`config.mk`:
```
export PLATFORM = sky130hd
export DESIGN_NAME = multi_channel_counter_bank
export DESIGN_NICKNAME = d
export VERILOG_FILES = /design/src/rtl/mccb_pkg.sv /design/src/rtl/multi_channel_counter_bank_radix_counter.sv /design/src/rtl/multi_channel_counter_bank.sv
export SDC_FILE = /design/constraint.sdc
export NUM_CORES = 1
export LEC_CHECK = 0
export CAP_MARGIN = 30
export CORE_ASPECT_RATIO = 1.1
export CORE_UTILIZATION = 50
export CTS_BUF_LIST = sky130_fd_sc_hd__clkbuf_16
export DETAILED_ROUTE_END_ITERATION = 8
export GPL_TIMING_DRIVEN = 0
export HOLD_SLACK_MARGIN = 0.12
export PLACE_DENSITY = 0.77
export SLEW_MARGIN = 20
export SYNTH_ARGS = -nofsm -noshare
export SYNTH_HDL_FRONTEND = slang
export SYNTH_HIERARCHICAL = 1
export SYNTH_SLANG_ARGS = --single-unit
export TNS_END_PERCENT = 1
```
`constraint.sdc`:
```
create_clock -name clk -period 2.3 [get_ports clk]
set_input_delay 0.345 -clock clk [delete_from_list [all_inputs] [get_ports clk]]
set_output_delay 0.345 -clock clk [all_outputs]
set_load 0.01 [all_outputs]
```
`src/rtl/mccb_pkg.sv`:
```
// Shared types and helpers for the multi-channel counter bank.
// Provides the digit type, radix limits and a single-digit step function
// that returns the next digit value plus a carry (up) or borrow (down) flag.
package mccb_pkg;

  localparam int unsigned DIGIT_W = 4;

  typedef logic [DIGIT_W-1:0] digit_t;

  localparam digit_t DEC_MAX = 4'd9;
  localparam digit_t HEX_MAX = 4'hF;

  // Result of stepping one digit: new value and carry/borrow out.
  typedef struct packed {
    digit_t digit;
    logic   carry;
  } digit_step_t;

  // Step one digit up or down in decimal or hex; carry is set when it rolls.
  function automatic digit_step_t next_digit(input digit_t d, input logic is_dec,
                                             input logic up);
    digit_t      max_v;
    digit_step_t r;
    max_v   = is_dec ? DEC_MAX : HEX_MAX;
    r.digit = d;
    r.carry = 1'b0;
    if (up) begin
      if (d == max_v) begin
        r.digit = '0;
        r.carry = 1'b1;
      end else begin
        r.digit = d + DIGIT_W'(1);
      end
    end else begin
      if (d == '0) begin
        r.digit = max_v;
        r.carry = 1'b1;
      end else begin
        r.digit = d - DIGIT_W'(1);
      end
    end
    return r;
  endfunction

endpackage

```
`src/rtl/multi_channel_counter_bank_radix_counter.sv`:
```
// One counter channel: NUM_DIGITS digits, decimal or hex, wrap or saturate.
// Ports: clk, reset (async, active-high), inc/dec/clr one-cycle pulses,
//        digits (digit 0 = LSD), ovf sticky boundary flag.
// Optional macro OVF_STICKY_EN: when undefined ovf is tied low.
module radix_counter
  import mccb_pkg::*;
#(
  parameter int unsigned NUM_DIGITS = 4,
  parameter bit          IS_DEC     = 1'b0,
  parameter bit          WRAP       = 1'b1
) (
  input  logic                                clk,
  input  logic                                reset,
  input  logic                                inc,
  input  logic                                dec,
  input  logic                                clr,
  output logic [NUM_DIGITS-1:0][DIGIT_W-1:0]  digits,
  output logic                                ovf
);

  logic                               up_c;
  logic                               dn_c;
  logic                               move_c;
  logic                               boundary_c;
  logic [NUM_DIGITS:0]                carry_c;
  digit_step_t                        step_c [NUM_DIGITS];
  logic [NUM_DIGITS-1:0][DIGIT_W-1:0] ripple_c;
  logic [NUM_DIGITS-1:0][DIGIT_W-1:0] cnt_q;
  logic [NUM_DIGITS-1:0][DIGIT_W-1:0] cnt_d;

  // inc and dec together cancel out
  assign up_c   = inc & ~dec;
  assign dn_c   = dec & ~inc;
  assign move_c = up_c | dn_c;

  // Ripple carry/borrow LSD to MSD; a carry out of the MSD means the whole
  // counter sat at max (up) or zero (down), i.e. a boundary event.
  always_comb begin
    carry_c    = '0;
    carry_c[0] = 1'b1;
    ripple_c   = cnt_q;
    step_c     = '{default: '0};
    for (int i = 0; i < NUM_DIGITS; i++) begin
      step_c[i] = next_digit(cnt_q[i], IS_DEC, up_c);
      if (carry_c[i]) ripple_c[i] = step_c[i].digit;
      carry_c[i+1] = carry_c[i] & step_c[i].carry;
    end
  end

  // clr suppresses the boundary event
  assign boundary_c = ~clr & move_c & carry_c[NUM_DIGITS];

  // Next count: clear, else step unless saturating at a boundary
  always_comb begin
    cnt_d = cnt_q;
    if (clr) begin
      cnt_d = '0;
    end else if (move_c && !(boundary_c && !WRAP)) begin
      cnt_d = ripple_c;
    end
  end

  always_ff @(posedge clk or posedge reset) begin
    if (reset) cnt_q <= '0;
    else       cnt_q <= cnt_d;
  end

  assign digits = cnt_q;

`ifdef OVF_STICKY_EN
  logic ovf_q;
  logic ovf_d;

  // Sticky flag: set by a boundary event, cleared only by clr
  always_comb begin
    ovf_d = ovf_q;
    if (clr)             ovf_d = 1'b0;
    else if (boundary_c) ovf_d = 1'b1;
  end

  always_ff @(posedge clk or posedge reset) begin
    if (reset) ovf_q <= 1'b0;
    else       ovf_q <= ovf_d;
  end

  assign ovf = ovf_q;
`else
  assign ovf = 1'b0;
`endif

endmodule

```
`src/rtl/multi_channel_counter_bank.sv`:
```
// Bank of NUM_CH up/down counters with a timed rotator that shows one
// channel at a time on a shared registered display output.
// Ports: clk, reset (async, active-high), inc/dec/clr per channel, hold
//        (freeze rotation); encoded/digit_point/ovf per channel; disp_sel,
//        disp_encoded, disp_digit_point for the shared output.
// Optional macro OVF_STICKY_EN enables the sticky ovf flags.
module multi_channel_counter_bank
  import mccb_pkg::*;
#(
  parameter int unsigned       NUM_CH     = 4,
  parameter int unsigned       NUM_DIGITS = 4,
  parameter logic [NUM_CH-1:0] DEC_MASK   = NUM_CH'(4'b0101),
  parameter bit                WRAP       = 1'b1,
  parameter int unsigned       DWELL_CYC  = 200_000_000,
  localparam int unsigned      SEL_W      = $clog2(NUM_CH)
) (
  input  logic                                          clk,
  input  logic                                          reset,
  input  logic [NUM_CH-1:0]                             inc,
  input  logic [NUM_CH-1:0]                             dec,
  input  logic [NUM_CH-1:0]                             clr,
  input  logic                                          hold,
  output logic [NUM_CH-1:0][NUM_DIGITS-1:0][DIGIT_W-1:0] encoded,
  output logic [NUM_CH-1:0][NUM_DIGITS-1:0]             digit_point,
  output logic [NUM_CH-1:0]                             ovf,
  output logic [SEL_W-1:0]                              disp_sel,
  output logic [NUM_DIGITS-1:0][DIGIT_W-1:0]            disp_encoded,
  output logic [NUM_DIGITS-1:0]                         disp_digit_point
);

  localparam int unsigned         DW_W     = $clog2(DWELL_CYC);
  localparam logic [NUM_DIGITS-1:0] DP_RST = NUM_DIGITS'(DEC_MASK[0]);

  logic [DW_W-1:0]                    dwell_q, dwell_d;
  logic [SEL_W-1:0]                   sel_q, sel_d;
  logic [NUM_DIGITS-1:0][DIGIT_W-1:0] disp_enc_q, disp_enc_d;
  logic [NUM_DIGITS-1:0]              disp_dp_q, disp_dp_d;

  // One counter per channel; decimal point marks decimal channels
  for (genvar c = 0; c < NUM_CH; c++) begin : g_ch
    radix_counter #(
      .NUM_DIGITS (NUM_DIGITS),
      .IS_DEC     (DEC_MASK[c]),
      .WRAP       (WRAP)
    ) u_cnt (
      .clk    (clk),
      .reset  (reset),
      .inc    (inc[c]),
      .dec    (dec[c]),
      .clr    (clr[c]),
      .digits (encoded[c]),
      .ovf    (ovf[c])
    );
    assign digit_point[c] = NUM_DIGITS'(DEC_MASK[c]);
  end

  // Rotator and shared-output capture
  always_comb begin
    dwell_d    = dwell_q;
    sel_d      = sel_q;
    disp_enc_d = encoded[sel_q];
    disp_dp_d  = digit_point[sel_q];
    if (!hold) begin
      if (dwell_q == DW_W'(DWELL_CYC - 1)) begin
        dwell_d = '0;
        sel_d   = (sel_q == SEL_W'(NUM_CH - 1)) ? '0 : sel_q + SEL_W'(1);
      end else begin
        dwell_d = dwell_q + DW_W'(1);
      end
    end
  end

  always_ff @(posedge clk or posedge reset) begin
    if (reset) begin
      dwell_q    <= '0;
      sel_q      <= '0;
      disp_enc_q <= '0;
      disp_dp_q  <= DP_RST;
    end else begin
      dwell_q    <= dwell_d;
      sel_q      <= sel_d;
      disp_enc_q <= disp_enc_d;
      disp_dp_q  <= disp_dp_d;
    end
  end

  assign disp_sel         = sel_q;
  assign disp_encoded     = disp_enc_q;
  assign disp_digit_point = disp_dp_q;

endmodule

```
* Yosys cells after proc, flatten, opt, wreduce, memory -nomap -nowiden
Cells that the tools add are included.
Storage, ports and cells: bits in registers 114, input bits 15, logic and storage cells 256
Cells by class: add/subtract/negate cells 34, order comparisons 1, eq/ne operators 18, multiplexer cells 106, bitwise operators 29, reductions and logical operators 45
Operators with widths (count):
- 2-to-1 mux 4 bit | 45
- 2-to-1 mux 16 bit | 9
- 2-to-1 mux 5 bit | 16
- adder 4 x 1 -> 4 bit (second input constant) | 16
- == test 4 bit (second input constant) | 16
- zero test 4 bit | 16
- subtractor 4 x 1 -> 4 bit (second input constant) | 16
- binary-select mux 16 bit (select 2 bit) | 1
- 2-to-1 mux 1 bit | 32
- nonzero test 2 bit | 16
- adder 28 x 1 -> 28 bit (second input constant) | 1
- == test 28 bit (second input constant) | 1
- 2-to-1 mux 28 bit | 1
- AND reduction 2 bit | 13
- bitwise AND 1 bit | 16
- inverter 1 bit | 9
- binary-select mux 4 bit (select 2 bit) | 1
- bitwise OR 1 bit | 4
- < comparator 2 x 3 -> 1 bit (second input constant) | 1
- adder 2 x 1 -> 2 bit (second input constant) | 1
- == test 2 bit (second input constant) | 1
- 2-to-1 mux 2 bit | 1

* Depth between registers and ports, before layout
Gate-level depths: netlist of run 1.
depth after elaboration 8, gate-level depth with buffers 9, mapped depth without buffers 6

* Hierarchy
Netlist of run 1, hierarchy kept.
By module, submodules not included:
- radix_counter at g_ch[0].u_cnt ... | instances 2, cells an instance 184, area an instance 1541.5 um2, sequential area each 400.4 um2
- multi_channel_counter_bank | instances 1, cells an instance 220, area an instance 2588.7 um2, sequential area each 1177.4 um2
- radix_counter at g_ch[1].u_cnt ... | instances 2, cells an instance 148, area an instance 1291.2 um2, sequential area each 400.4 um2

* Worst setup path after synthesis of run 1
OpenSTA, ideal clock, no wires.
path kind reg2reg, start register g_ch[1].u_cnt.cnt_q, in the netlist g_ch[1].u_cnt/digits[0], end register g_ch[1].u_cnt.cnt_q, in the netlist g_ch[1].u_cnt/digits[14], data arrival time 2.274 ns, data required time 2.222 ns, path slack -0.052 ns, cell stages (with the launch flop) 7, period minus slack after synthesis 2.352 ns, path through dfrtp_1 -> inv_1 -> ha_1 -> or4b_4 -> a221o_1 -> or4_1 -> a21oi_1
Between the ends: word-level cells in the longest chain between the ends 7
RTL lines:
- from (decl) | RTL line multi_channel_counter_bank_radix_counter.sv:28 | logic [NUM_DIGITS-1:0][DIGIT_W-1:0] cnt_q;
- from (signal assigned) | RTL line multi_channel_counter_bank_radix_counter.sv:65 | else cnt_q <= cnt_d;
- == test 4 bit / zero test 4 bit (equally long branches) | RTL line mccb_pkg.sv:28, mccb_pkg.sv:35
- 2-to-1 mux 1 bit, on equally long branches | RTL line mccb_pkg.sv:28, mccb_pkg.sv:35
- 2-to-1 mux 5 bit * | RTL line mccb_pkg.sv:27 | if (up) begin
- bitwise AND 1 bit * (2 in a row) | RTL line multi_channel_counter_bank_radix_counter.sv:46 | carry_c[i+1] = carry_c[i] & step_c[i].carry;
- nonzero test 2 bit (no source line) *
- AND reduction 2 bit (no source line) *
Mark *: on every way between the ends. The rest lies on a longest branch, timed or not. A chain may end at the register's enable or synchronous reset.

* Worst setup path after layout of run 1
start register g_ch[1].u_cnt.cnt_q, in the netlist g_ch[1].u_cnt/digits[4], end register g_ch[1].u_cnt.cnt_q, in the netlist g_ch[1].u_cnt/digits[14]
The elaborated chain is that of the path after synthesis.

==> flow_summary.toml, run 1 <==
[synth]
seq_area_frac_synth_pct = 33.7
synthTopCellsByArea = "dfrtp_1 (33%), ha_1 (8.5%), mux4_2 (5.5%)"
synth-simple-area-share_pct = 20.1
synth-adder-area-share_pct = 8.49
synth_mux_area_share_pct = 7.67
synthesis.instances = 884
synth_area_leader_cell = "dfrtp_1"
synthArstFlopShare_pct = 100
synth_top_family_by_area = "simple AND/OR/NAND/NOR gates"
synth_area_um2 = 8250
ys_ff_latch = 111
ys.flop_type = "dfrtp_1"
synth_compound_area_share_pct = 18.9
ys_types = 74
yosysWarnings = 6
synth_top_area_share_pct = 33.3
synth.avg_cell_area_um2 = 9.34
synth_xor_area_share_pct = 3.61
synth_edf_count = 0

[worst_setup_path]
worst-path-max-fanout = 7
cp.depth = 6
end_kind = "register"
critical_path.endpoint = "g_ch[1].u_cnt/digits[14]"
cp_slowest_cell = "or4_4"
cp-start-kind = "register"
critPathKind = "register to register"
reg2reg_depth = 6
r2r-start = "g_ch[1].u_cnt/digits[4]"
worstSetupStartpoint = "g_ch[1].u_cnt/digits[4]"
arrival_ns = 2.61
path_cells = "inv_2, ha_2, or4b_4, a221o_1, or4_4, a21oi_2"
cp_slowest_stage_delay_ns = 0.53
path_delay_family = "simple AND/OR/NAND/NOR gates"
rrSetupSlack_ns = -0.03
critPathBufInv = 1
rr_endpoint = "g_ch[1].u_cnt/digits[14]"
cp_data_required_time_ns = 2.58

[power]
finalPower_mw = 6.50
power_density_nw_per_um2 = 634
ir_drop_mv = 0.461
p_leak_nw = 4.33

[route]
detail_route.wl_per_cell_um = 18.2
via_count = 7541
viasPerCell = 6.08
ant_nets = 0
wl_mm = 22.6
drtIter0Drc = 779
firstDrtPassIters = 5
drc = 0

[grt]
grt_max_degree = 25
top_usage_layer = "met2"
use_met1_pct = 35.2
grt_pass1_vias = 6752
grt.total_usage_pct = 25.9
antenna_found_initial = 0
grt_use_met3_pct = 5.24
grt_pass1_wl_mm = 35.0
met2_usage_pct = 41.4
grt_overflow_total = 0

[timing]
setup_ws_ns = -0.0323
fin_crit_ns = 2.33
finalSetupTns_ns = -0.0514
tightest_slew_ns = 0.674
maxSlewViolCount = 0
min_period_over_period_pct = 101
max_freq_mhz = 429
rsz0062_at_grt = "true"
setup_viol = 2
slew_headroom_pct = 55.0
finalHoldViolCount = 0
fin_skew_ns = 0.00725

[finish]
layout.nets = 1107
drive_gt1_share_pct = 18.3
antenna_cells = 0
syn2layout_area_growth_pct = 24.3

[floorplanning]
core_um2 = 15900
ios = 121
rows = 48
dieArea_um2 = 17000
die_h_um = 137
die_x_um = 125
start_util_pct = 51.9

[min_path]
hp-class = "input pin to register"

[clocking]
cts.clk_slew.worst_paths_ns = 0.07
cts_tree = "yes"
cts.sinks = 111
numCtsBuffers = 9
cts_max_level = 3
insertion_delay_ns = 0.36
ctsHoldBuffers = 0
cts_buffer_depth = 2
cts-root-buf = "clkbuf_16"

[outcome]
failed_checks = "negative setup slack"
outcome = "finished with violations"

[placed_design]
io_buffers = 95
routabilityCongestion = 0.888
dp_hpwl_mm = 15.6
place_ws_ns = -0.557

[job]
cap_violations = 0
cell families (layout without fill, tap and decap cells):
group                      after synthesis  in the layout
and+or+nand+nor                        288            288
AOI/OAI and AO/OA                      228            228
buffers and inverters                  123            263
DFF                                    111            111
adders and majority gates               56             56
muxes                                   38             38
xor gates and xnor gates                34             34
other                                    6             23
worst reg2reg max path, stage by stage (launching register included):
cell,delay [ns]
dfrtp_2,0.46
inv_2,0.08
ha_2,0.18
or4b_4,0.50
a221o_1,0.38
or4_4,0.53
a21oi_2,0.12
metrics by stage:
| step | cells | utilization, % | hold slack [ns] | cell area, µm² |
|---|---|---|---|---|
| global route | 1241 | 64.5 | 0.401 | 10300 |
| floorplan | 901 | - | 0.259 | 8320 |
| detailed placement | 1197 | 60.0 | 0.462 | 9550 |
| finish | 1241 | 64.5 | 0.387 | 10300 |
| CTS | 1216 | 62.5 | 0.363 | 9950 |
| global placement | 1196 | 59.8 | 0.453 | 9520 |
where the power goes:
| part | switching (mW) | total (mW) | internal (mW) |
|---|---|---|---|
| registers | 0.411 | 2.59 | 2.18 |
| clock network | 0.734 | 1.57 | 0.837 |
| logic | 1.14 | 2.34 | 1.20 |
registers in the layout, summed over array words and instances (netlist names):
name and flops:
disp_digit_point 1, dwell_q 28, g_ch.u_cnt/digits 64, disp_sel 2, disp_encoded 16
synth_stat cells, types with 5 or more instances:
library cell	n
inv_1	55
mux2i_1	16
and4b_1	5
buf_4	26
a31oi_1	10
and4_1	7
a211oi_1	24
nand4_1	23
nor2_1	63
nand2_1	45
xnor2_1	23
o31a_1	5
o31ai_1	13
o211ai_1	6
o21ai_0	33
a311oi_1	6
mux4_2	20
a21oi_1	67
nand3_1	26
xor2_1	11
nand2b_1	19
nand3b_1	5
nor3_1	16
dfrtp_1	110
or3b_2	8
clkbuf_1	32
o21bai_1	8
conb_1	6
nor2b_1	14
ha_1	56
nor4_1	8
and3b_1	7
timing repair:
action	in CTS	in global routing
gates resized for setup	30	42
hold endpoints to repair	0	0
pin swaps	6	17
setup buffers	3	25
endpoints found under the setup margin	34	35
cell usage in the layout, fill, tap and decap left out, drive strengths merged, types with 6 or more instances in the layout:
cell           synthesis  layout
o21ai                 35      35
xnor2                 23      23
a21oi                 67      67
and3b                  7       7
mux4                  20      20
dfrtp                110     110
nor2b                 14      14
or4b                   9       9
xor2                  11      11
and4                   8       8
buf                   32      62
o211ai                 6       6
nor4                   8       8
clkdlybuf4s50          0      93
nand3                 27      27
nand2                 45      45
ha                    56      56
mux2i                 16      16
nand2b                19      19
a31oi                 10      10
a311oi                 6       6
conb                   6      23
a211oi                24      24
clkbuf                36      44
o31ai                 13      13
nor3                  17      17
nor2                  63      63
o21bai                 8       8
nand4                 24      24
inv                   55      55
or3b                  10      10
layer usage:
layer	vias to the layer above	wire, µm
li1	3521	-
met1	3626	9810
met2	337	10400
met3	57	1550
met4	0	787
met5	-	0
cell type report:
| cell class | instances | area [µm²] |
|---|---|---|
| clock buffers | 9 | 225 |
| plain buffers | 68 | 413 |
| fillers | 1271 | 5650 |
| multi-input cells | 667 | 5100 |
| repair buffers | 124 | 1200 |
| inverters | 55 | 206 |
| well taps | 200 | 250 |
| clock inverters | 7 | 63.8 |
| flip-flops and latches | 111 | 2800 |
worst min path at each step:
stage | startpoint | endpoint | cells past startpoint
after floorplan | reset | g_ch[1].u_cnt/digits[10] | 1
after global placement | dwell_q[6] | dwell_q[6] | 1
after detailed placement | dwell_q[6] | dwell_q[6] | 1
after CTS | clr[3] | g_ch[3].u_cnt/digits[8] | 2
after global routing | clr[3] | g_ch[3].u_cnt/digits[8] | 2
final | clr[3] | g_ch[3].u_cnt/digits[8] | 2
Note: power is estimated with default switching activity, not from simulation.
==> inputs of run 2 (changes only) <==
- CORE_UTILIZATION: 50 -> 58
- PLACE_DENSITY: 0.77 -> 0.84
- SKIP_CTS_REPAIR_TIMING: unset -> 1
- clock period: 2.3 -> 2.9 ns (I/O delays scaled with it)
==> run 2 against run 1 <==
  * The flow now finishes without violations
  * Highest routed layer unchanged
  * Combinational power is 29% lower
  * Worst setup slack improved by 0.25 ns
  * Fmax decreased by 13%
  * First-iteration DRC count is 7.8% lower
  * Wire length down 4.7%
==> flow_summary.toml, run 2 (synthesized netlist as in run 1, its figures left out) <==
[route]
drtIter0Drc = 718
firstDrtPassIters = 5
ant_nets = 0
viasPerCell = 6.16
drc = 0
via_count = 7397
detail_route.wl_per_cell_um = 17.9
wl_mm = 21.5

[floorplanning]
dieArea_um2 = 14700
die_x_um = 116
core_um2 = 13900
ios = 121
rows = 45
start_util_pct = 59.6
die_h_um = 127

[timing]
rsz0062_at_grt = "false"
max_freq_mhz = 373
tightest_slew_ns = 0.739
fin_skew_ns = 0.00631
setup_ws_ns = 0.219
slew_headroom_pct = 50.7
min_period_over_period_pct = 92.4
finalSetupTns_ns = 0
maxSlewViolCount = 0
finalHoldViolCount = 0
setup_viol = 0
fin_crit_ns = 2.68

[placed_design]
dp_cells = 1185
io_buffers = 95
place_ws_ns = -0.0556
dp_hpwl_mm = 15.8
routabilityCongestion = 0.919

[power]
finalPower_mw = 4.97
ir_drop_mv = 0.514
clockPowerShare_pct = 24.8
power_density_nw_per_um2 = 506
intPower_mw = 3.23
power.share.switching_pct = 35.0
p_comb_share_pct = 33.7
p_leak_nw = 4.12
seq_power_share_pct = 41.5
power.switching_mw = 1.74

[job]
cap_violations = 0

[worst_setup_path]
end_kind = "register"
rrSetupSlack_ns = 0.22
cp-start-kind = "register"
rr_endpoint = "g_ch[0].u_cnt/digits[15]"
reg2reg_depth = 6
cp_data_required_time_ns = 3.15
critical_path.endpoint = "g_ch[0].u_cnt/digits[15]"
arrival_ns = 2.93
worstSetupStartpoint = "g_ch[0].u_cnt/digits[4]"
worst-path-max-fanout = 9
r2r-start = "g_ch[0].u_cnt/digits[4]"
critPathKind = "register to register"

[clocking]
cts_tree = "yes"
insertion_delay_ns = 0.36
cts_buffer_depth = 2
cts_max_level = 3
numCtsBuffers = 9
cts.clk_slew.worst_paths_ns = 0.07
cts-root-buf = "clkbuf_16"
cts.sinks = 111

[grt]
grt_overflow_total = 0
grt_max_degree = 29
grt.total_usage_pct = 30.5
grt_pass1_vias = 6890
grt_pass1_wl_mm = 34.7
antenna_found_initial = 0

[min_path]
hp-class = "register to register"

[outcome]
outcome = "complete, no violations"

[finish]
final_common_cell = "dfrtp_1"
antenna_cells = 0
final_cell_mix = "dfrtp_1 (110), clkdlybuf4s50_1 (95), a21oi_1 (67)"
final_cell_count_no_fill = 1201
layout.nets = 1079
fillCellCount = 1097
largest_reg_flops = 64
multi_input_area_um2 = 4940
post-route-util_pct = 70.9
syn2layout_area_growth_pct = 18.9
drive_gt1_share_pct = 10.6
seq_area_um2 = 2780
[run 2: cell count changes in the layout (fill, tap and decap cells not counted), moves of 9 or more]
| cell | previous run | this run |
|---|---|---|
| buf_4 | 54 | 26 |
| dfrtp_1 | 93 | 110 |
| dfrtp_2 | 17 | 0 |
| ha_1 | 47 | 56 |
| inv_1 | 43 | 55 |
| inv_2 | 12 | 1 |
[run 2: stage by stage]
stage | hold WS [ns] | cell area [µm²]
after floorplan | 0.349 | 8320
after global placement | 0.463 | 9500
after detailed placement | 0.456 | 9520
after CTS | 0.448 | 9810
after global routing | 0.472 | 9810
final | 0.474 | 9810
[run 2: worst min-delay path by stage]
stage | start | to | slack (ns) | depth (start not counted)
floorplan | reset | g_ch[0].u_cnt/digits[0] | 0.35 | 1
global placement | dwell_q[6] | dwell_q[6] | 0.46 | 1
detailed placement | dwell_q[6] | dwell_q[6] | 0.46 | 1
CTS | clr[1] | g_ch[1].u_cnt/digits[8] | 0.45 | 2
global route | clr[1] | g_ch[1].u_cnt/digits[8] | 0.47 | 2
finish | dwell_q[6] | dwell_q[6] | 0.47 | 1
[run 2: critical path, cell delays in order (launching register included)]
cell      delay (ns)
dfrtp_1         0.54
inv_1           0.21
ha_1            0.26
or4b_4          0.52
a221oi_2        0.60
a21oi_1         0.13
a311oi_1        0.31
[run 2: metal layers]
layer	GRT usage [%]	vias to the layer above	part of all wire (%)
met5	0	-	0
met4	11.4	0	3.5
met3	7.21	55	7.2
met2	49.7	294	47
met1	39.5	3575	42
li1	-	3473	-
[run 2: layout make-up]
class                   count  area share, %
multi-input cells         667           50.3
flip-flops and latches    111           28.3
clock buffers               9           2.29
plain buffers              68           4.00
clock inverters             7          0.663
inverters                  55           2.10
well taps                 188           2.40
repair buffers             96           9.89
[run 2: power by group through the flow]
stage                     logic, mW  registers, mW  clock network [mW]
final                          1.67           2.06                1.23
after detailed placement       1.65           2.08                   0
after global placement         1.60           2.07                   0
after floorplan                1.09           2.02                   0
after global routing           1.84           2.09                1.31
after CTS                      1.66           2.05                1.25
==> RTL edit, RTL diff (config.mk and constraints of run 2) <==
`WRAP` is set to 1'b1 in 2 places; all go to 1'b0.
--- a/src/rtl/multi_channel_counter_bank_radix_counter.sv
+++ b/src/rtl/multi_channel_counter_bank_radix_counter.sv
@@ -7,7 +7,7 @@
 #(
   parameter int unsigned NUM_DIGITS = 4,
   parameter bit          IS_DEC     = 1'b0,
-  parameter bit          WRAP       = 1'b1
+  parameter bit          WRAP       = 1'b0
 ) (
   input  logic                                clk,
   input  logic                                reset,
--- a/src/rtl/multi_channel_counter_bank.sv
+++ b/src/rtl/multi_channel_counter_bank.sv
@@ -10,7 +10,7 @@
   parameter int unsigned       NUM_CH     = 4,
   parameter int unsigned       NUM_DIGITS = 4,
   parameter logic [NUM_CH-1:0] DEC_MASK   = NUM_CH'(4'b0101),
-  parameter bit                WRAP       = 1'b1,
+  parameter bit                WRAP       = 1'b0,
   parameter int unsigned       DWELL_CYC  = 200_000_000,
   localparam int unsigned      SEL_W      = $clog2(NUM_CH)
 ) (
Function: changed (a bounded check fails within 4 cycles, from zero or initial values and one cycle with reset high).
==> RTL edit against run 2 <==
- clock skew up 0.0068 ns
- sequential share of layout area down 0.84 points
- power up 14%
- area after synthesis rose by 3.2%
- core utilization is 0.55 points lower
- wire length up 7.1%
- sequential power increased by 4%
- combinational power rose by 33%
- sequential cell count unchanged
- global-route usage up 0.45 points
- worst setup slack worse by 0.10 ns
- final cell count grew 3.9%
- final area is 3.1% higher
- critical path type is now in2reg
- critical endpoint is now g_ch[1].u_cnt/digits[1]$_DFFE_PP0P_
- largest cell class unchanged
- highest routed layer unchanged
==> RTL edit: results (changes against run 2) <==
• result of the run: finished, final reports clean
• count of antenna diodes in the layout: 0, unchanged
• Hold Path Origin: dwell_q[6]$_DFFE_PP0N_
• peak ir drop on the vdd network: 0.0003245 V, -37%
• Net Sw Power: 2.150 mW, +24%
• fin cells: 1248, +3.9%
• Synth area leaders: dfrtp_1 (32%), mux4_2 (4.5%), ha_1 (4.4%)
• Port-buffer cells: 94, -1.1%
• instance count along the most critical hold path: 1, unchanged
• number of detailed-route iterations in the first pass: 7, +2
• total number of nets in the final design: 1096, +1.6%
• crit-path max FO: 10, +1
• Max-slew headroom: 46.42%, -4.3 points
• portion of total power attributed to sequential cells: 37.8%, -3.7 points
• slack of the worst reg-to-reg path: 0.15 ns, -0.07 ns
• global-route wire length before repair: 37250 µm, +7.3%
• Clock Root Buffer: clkbuf_16
• Crit Reg-Reg Startpoint: g_ch[1].u_cnt/digits[9]$_DFFE_PP0P_
• Clock Path Buffers: 2, unchanged
• ratio of routed vias to standard cells: 6.345, +3.0%
• share of cells above drive strength 1: 13.83%, +3.3 points
• number of placed cells counting well taps: 1230, +3.8%
• source-to-sink clock delay at the later pin of the worst-skew pair: 0.36 ns, about the same
• CTS H-Tree Depth: 3, unchanged
• portion of total power attributed to combinational logic: 39.2%, +5.5 points
• flip-flop count of the largest register after layout: 64, unchanged
• detailed-route wire length: 23050 µm, +7.1%
• critical path data arrival time: 3.02 ns, +0.09 ns
• Lkg Pwr: 4.219 nW, +2.4%
• residual antenna-violating net count after detailed routing: 0, unchanged
• number of buffers inserted during clock tree synthesis: 9, unchanged
• antenna violations before repair: 0, unchanged
• final hold slack: 0.4721 ns, -0.001677 ns
• combined area of the multi-input logic cells: 5129 µm², +3.8%
• Cell variety after synth: 100, +35%
• worst clock skew on the final layout: 0.01308 ns, +0.006770 ns
• post-place instance area: 9784 µm², +2.7%
• sequential-to-total area share from yosys stat: 32.62%, -1.0 points
• number of global-route vias before repair: 7208, +4.6%
• proportion of total power due to net switching: 38.05%, +3.0 points
• Worst Hold Path EP: dwell_q[6]$_DFFE_PP0N_
• number of cells on the worst reg-to-reg path: 7, +1
• share of synthesized flip-flops with an asynchronous set or reset: 100.0%, unchanged
• kind of path behind the tightest hold check: reg2reg
• Mapped Cells: 926, +4.8%
• # fillers: 1091, -0.55%
• destination of the worst register-to-register timing path: g_ch[1].u_cnt/digits[1]$_DFFE_PP0P_
• commonest cells in the netlist: dfrtp_1 (110), nor2_1 (93), inv_1 (53)
• pin count of the biggest net entering global routing: 37, +28%
• total global routing track utilization: 30.98%, +0.45 points
• DRT iter0 DRCs: 760, +5.8%
• placer's final routability congestion estimate: 0.9688, +5.4%
• pre-CTS setup slack: -0.5027 ns, -0.4471 ns
• total of warnings raised by yosys: 6, unchanged
• Reg clk slew, reported paths: 0.07 ns, about the same
• HPWL after DPL: 16800 µm, +6.5%
[RTL edit: per-layer routing]
metal	vias up	share of wire [%]	GRT usage, %
li1	3647	-	-
met1	3815	40	39.00
met2	376	48	52.21
met3	80	8.0	4.798
met4	0	4.2	16.14
met5	-	0	0
[RTL edit: layout make-up]
class                      instances  share of cell area [%]
sequential                       111                   27.48
clock buffer                       9                   2.226
inverter                          55                   2.041
multi-input combinational        693                   50.69
timing repair buffer              97                   9.646
tap                              192                   2.374
buffer                            84                   4.774
clock inverter                     7                  0.7668
[RTL edit: critical path: stages]
cell and delay [ns]:
clkdlybuf4s50_1 0.46, inv_1 0.04, ha_1 0.21, buf_2 0.21, or4b_4 0.52, a222oi_1 0.54, a21o_1 0.27, mux2_1 0.34
[RTL edit: kinds of logic (layout without fill, tap and decap cells)]
logic type	after synthesis	after routing	synth area share (%)
buffers and inverters	139	252	8.078
flip-flops	111	111	32.62
other	6	23	0.2643
AO/OA/AOI/OAI	238	238	21.33
XOR/XNOR	46	46	4.729
AND/OR/NAND/NOR	316	316	21.28
multiplexers	40	40	7.299
adder cells (fa/ha/maj)	30	30	4.406
[RTL edit: worst max-delay path by stage]
stage,start,to,slack [ns]
global placement,dec[3],g_ch[3].u_cnt/digits[1]$_DFFE_PP0P_,-0.45
global route,dec[1],g_ch[1].u_cnt/digits[5]$_DFFE_PP0P_,-0.06
floorplan,g_ch[3].u_cnt/digits[12]$_DFFE_PP0P_,g_ch[3].u_cnt/digits[1]$_DFFE_PP0P_,0.36
detailed placement,dec[3],g_ch[3].u_cnt/digits[1]$_DFFE_PP0P_,-0.50
CTS,dec[3],g_ch[3].u_cnt/digits[1]$_DFFE_PP0P_,-0.12
finish,dec[1],g_ch[1].u_cnt/digits[1]$_DFFE_PP0P_,0.12
